[src/rtl/regfile_write_arbiter.sv]
// Arbitrates the register file's single write port between the CPU writeback stage
// (priority) and a small FIFO of I/O-posted writes, with a bounded-starvation CPU stall.
module regfile_write_arbiter #(
  parameter int DEPTH        = 4,
  parameter int STARVE_LIMIT = 8
) (
  input  logic                     clock,
  input  logic                     ctrl_reset,
  input  logic                     cpu_we,
  input  logic [4:0]               cpu_rd,
  input  logic [31:0]              cpu_data,
  input  logic                     io_valid,
  input  logic [4:0]               io_rd,
  input  logic [31:0]              io_data,
  output logic                     io_ready,
  output logic                     cpu_stall,
  output logic                     ctrl_writeEnable,
  output logic [4:0]               ctrl_writeReg,
  output logic [31:0]              data_writeReg,
  output logic [$clog2(DEPTH):0]   fifo_count
);

  localparam int PW = $clog2(DEPTH);
  localparam int CW = PW + 1;
  localparam logic [CW-1:0] FULL        = CW'(DEPTH);
  localparam logic [7:0]    STARVE_LAST = 8'(STARVE_LIMIT - 1);

  logic [4:0]    rd_mem   [DEPTH];
  logic [31:0]   data_mem [DEPTH];
  logic [PW-1:0] rd_ptr;
  logic [PW-1:0] wr_ptr;
  logic [CW-1:0] count;
  logic [7:0]    starve;

  logic not_empty;
  logic accept;
  logic push;
  logic cpu_win;
  logic fifo_win;
  logic starve_hit;

  assign not_empty  = (count != '0);
  assign io_ready   = ~ctrl_reset & (count != FULL);
  assign accept     = io_valid & io_ready;
  // Writes to r0 complete the handshake but never occupy a slot.
  assign push       = accept & (io_rd != 5'd0);
  assign cpu_win    = cpu_we & ~cpu_stall;
  assign fifo_win   = ~cpu_win & not_empty;
  assign starve_hit = not_empty & cpu_win & (starve == STARVE_LAST);
  assign fifo_count = count;

  always_comb begin
    ctrl_writeEnable = 1'b0;
    ctrl_writeReg    = 5'd0;
    data_writeReg    = 32'd0;
    if (cpu_win) begin
      ctrl_writeEnable = 1'b1;
      ctrl_writeReg    = cpu_rd;
      data_writeReg    = cpu_data;
    end else if (fifo_win) begin
      ctrl_writeEnable = 1'b1;
      ctrl_writeReg    = rd_mem[rd_ptr];
      data_writeReg    = data_mem[rd_ptr];
    end
  end

  always_ff @(posedge clock or posedge ctrl_reset) begin
    if (ctrl_reset) begin
      rd_ptr    <= '0;
      wr_ptr    <= '0;
      count     <= '0;
      starve    <= 8'd0;
      cpu_stall <= 1'b0;
    end else begin
      if (fifo_win) rd_ptr <= rd_ptr + PW'(1);
      if (push)     wr_ptr <= wr_ptr + PW'(1);
      unique case ({push, fifo_win})
        2'b10:   count <= count + CW'(1);
        2'b01:   count <= count - CW'(1);
        default: count <= count;
      endcase
      // The stall is a one-cycle pulse; the cycle it covers always drains the head.
      if (!not_empty || fifo_win || starve_hit) starve <= 8'd0;
      else if (cpu_win)                         starve <= starve + 8'd1;
      cpu_stall <= starve_hit;
    end
  end

  always_ff @(posedge clock) begin
    if (push) begin
      rd_mem[wr_ptr]   <= io_rd;
      data_mem[wr_ptr] <= io_data;
    end
  end

endmodule

[config.mk]
export PLATFORM = sky130hd
export DESIGN_NAME = regfile_write_arbiter
export DESIGN_NICKNAME = d
export VERILOG_FILES = /design/src/rtl/regfile_write_arbiter.sv
export SDC_FILE = /design/constraint.sdc
export NUM_CORES = 1
export LEC_CHECK = 0
export CAP_MARGIN = 20
export CORE_UTILIZATION = 40
export CTS_BUF_LIST = sky130_fd_sc_hd__clkbuf_4 sky130_fd_sc_hd__clkbuf_8
export DETAILED_ROUTE_END_ITERATION = 12
export GPL_ROUTABILITY_DRIVEN = 1
export GPL_TIMING_DRIVEN = 0
export MAX_ROUTING_LAYER = met4
export PLACE_DENSITY_LB_ADDON = 0.15
export SLEW_MARGIN = 5
export SYNTH_ARGS = -nofsm -noshare
export SYNTH_HDL_FRONTEND = slang
export SYNTH_SLANG_ARGS = --single-unit
[constraint.sdc]
create_clock -name clock -period 5.6 [get_ports clock]
set_input_delay 1.12 -clock clock [delete_from_list [all_inputs] [get_ports clock]]
set_output_delay 1.12 -clock clock [all_outputs]
set_load 0.005 [all_outputs]
==> metrics.txt <==
register bit total from synthesis=164; clock buffer depth=2; DRC violations left=0; largest net degree at the start of global routing=29; post-synthesis sequential area ratio=0.740; Synth Area per Inst=between 20 and 25 um^2; Post-CTS Hold Buffers=0; R2R depth=10; worst-path fanout max=10; initial antenna violation count=0; die height=between 100 and 150 um; Critical Path AT=3.38 ns; Clock Latency Late Sink=0.44 ns; final layout net count=548; Netlist cell types=28; Largest delay share family, worst path=buffers and inverters; Max transition margin=0.517; R2R Path End=fifo_count[2]; max frequency=222 MHz; GP Congestion=about 0.7; Setup Skew=0.0105 ns; placed cell areas=0.00811 mm^2; Worst EP required=around 4.5 ns; Tot GR Track Use=0.175; CP max-delay cell=clkbuf_1; IO Port Bufs=120; antenna cell count=0; Setup Buffers After CTS=0; row cnt=between 40 and 50; Die Wd=130 um; Worst setup startpoint=cpu_we; power density over the cells=419 mW/mm^2; DRT Pass-1 Iters=4; violation count after the first detailed-routing iteration=193; H-tree levels=4; most frequent cells in the layout=148 x edfxtp_1, 120 x clkdlybuf4s50_1, 37 x mux4_2, 37 x a22o_1, 17 x clkbuf_8; maximum VDD drop=0.231 mV; status=complete, no violations; Hold Crit Class=register to register; fill cell total of the finished layout=1289; Lkg Pwr=0.00290 uW; Final Instance Area=around 0.0086 mm^2; Synth Cell Area=0.00655 mm^2; global-route wire length before repair=20.0 mm; final wirelength=13.1 mm; Critical Path Max Stage Delay=0.50 ns; total core area=0.0159 mm^2; DP HPWL=approximately 8.4 mm; CTS resizes=0; RSZ-0062 raised after global routing=false; ANT nets after route=0; worst-path cell chain=clkdlybuf4s50_1, nor2b_1, clkbuf_1, nor2_1, clkbuf_1, a22o_1, clkdlybuf4s50_1; via count=3491; CP Buf/Inv Count=4; Root Buffer Master=clkbuf_8; Die ar.=~0.017 mm^2; total of warnings raised by yosys=0; startpoint types=input pin; Worst Setup End Kind=output port; R2R Path Start=cpu_stall; I/O Pins=121; WL per Instance=approximately 19 um; Worst Setup Path Type=input pin to output port; Setup Viol. Count Final=0; Final Critical Period=about 4.5 ns; Post-Synthesis Cells=320; R2R setup slack=3.17 ns; Worst Tran Pin Value=0.724 ns; gr ovfl total=0; syn_nets=between 400 and 500; vias in the first global route=between 3000 and 4000; CTS clock-pin slew for the worst setup and hold paths=0.08 ns; commonest non-fill, non-tap cell in the layout=edfxtp_1; layout cell share with drive strength beyond 1=0.183; endpoints failing hold=0; DR vias/cell=5.04; Initial Util=0.411; Max-Cap Viols=0; CTS tree=done; Crit path depth=7; crit path to=data_writeReg[17]; Syn-to-layout area delta=30.6%; Tcrit/Tclk final=0.803; Final Max Slew Viols=0; CTS buffer count=17; clock sink count=164; TNS Setup=0 ns
[cells in the mapped netlist]
cell type,instances,share of area
a22o_1,37,0.049
a31oi_1,1,0.00096
and2_1,4,0.0038
buf_1,1,0.00057
buf_2,7,0.0053
buf_6,2,0.0034
clkbuf_1,7,0.0040
dfrtp_1,16,0.061
edfxtp_1,148,0.68
fa_1,1,0.0031
ha_1,6,0.011
inv_1,9,0.0052
mux2_4,1,0.0023
mux2i_1,1,0.0015
mux4_2,37,0.13
nand2_1,4,0.0023
nand2b_1,1,0.00096
nand3_1,3,0.0023
nand3_4,1,0.0027
nor2_1,13,0.0075
nor2b_1,1,0.00096
nor3_1,2,0.0015
o211a_4,1,0.0027
or3_1,1,0.00096
or3_4,1,0.0017
or4_1,2,0.0023
xnor2_1,7,0.0094
xor2_1,5,0.0067
[per-stage QoR]
step | power [uW] | worst slack [ns] | hold WS (ns) | cells | utilization
after global placement | 2670 | 1.05 | 0.450 | 656 | 0.503
after detailed placement | 2700 | 1.02 | 0.455 | 660 | 0.508
final | 3580 | 1.10 | 0.462 | 692 | 0.536
after global routing | 3770 | 0.916 | 0.490 | 692 | 0.536
after CTS | 3640 | 1.01 | 0.467 | 692 | 0.536
after floorplan | 2230 | 2.50 | 0.431 | 320 | -
[where the power goes]
part / internal (uW) / switching [uW] / total (uW) / leakage [uW]
sequential: 1490 / 50.5 / 1540 / 0.00155
clock: 526 / 414 / 940 / 0.000215
combinational: 627 / 479 / 1110 / 0.00114
total: 2640 / 943 / 3580 / 0.00290
[logic make-up after synthesis]
logic type,share of synthesized area
AOI/OAI and AO/OA,0.0531
xor gates and xnor gates,0.0160
adders and majority gates,0.0145
buffers and inverters,0.0185
DFF,0.740
muxes,0.131
and+or+nand+nor,0.0269
[registers in the layout, indices dropped and copies added (netlist names)]
register / cells
cpu_stall: 1
data_mem: 128
fifo_count: 3
rd_mem: 20
rd_ptr: 2
starve: 8
wr_ptr: 2
[worst min-delay path by stage]
stage / slack [ns] / to / cells after the start / startpoint
after detailed placement: 0.45 / starve[0] / 1 / starve[0]
after global placement: 0.45 / starve[0] / 1 / starve[0]
after global routing: 0.49 / starve[0] / 1 / starve[0]
after CTS: 0.47 / starve[0] / 1 / starve[0]
after floorplan: 0.43 / starve[0] / 1 / starve[0]
final: 0.46 / starve[0] / 1 / starve[0]
[area by class of cell]
type / instances / area [um^2] / share of cell area
clock inverter: 15 / 211 / 0.0247
timing repair buffer: 124 / 1280 / 0.150
buffer: 17 / 87.6 / 0.0102
tap: 216 / 270 / 0.0316
clock buffer: 17 / 234 / 0.0274
multi-input combinational: 130 / 1590 / 0.186
inverter: 9 / 33.8 / 0.00395
sequential: 164 / 4840 / 0.567
[routing by layer]
metal / GRT usage / routed length (um) / share of wire
met1: 0.203 / 5200 / 0.40
met2: 0.299 / 6970 / 0.53
met3: 0.0336 / 699 / 0.053
met4: 0.0746 / 206 / 0.016
met5: - / 0 / 0
Power figures use the tool's default switching activity.
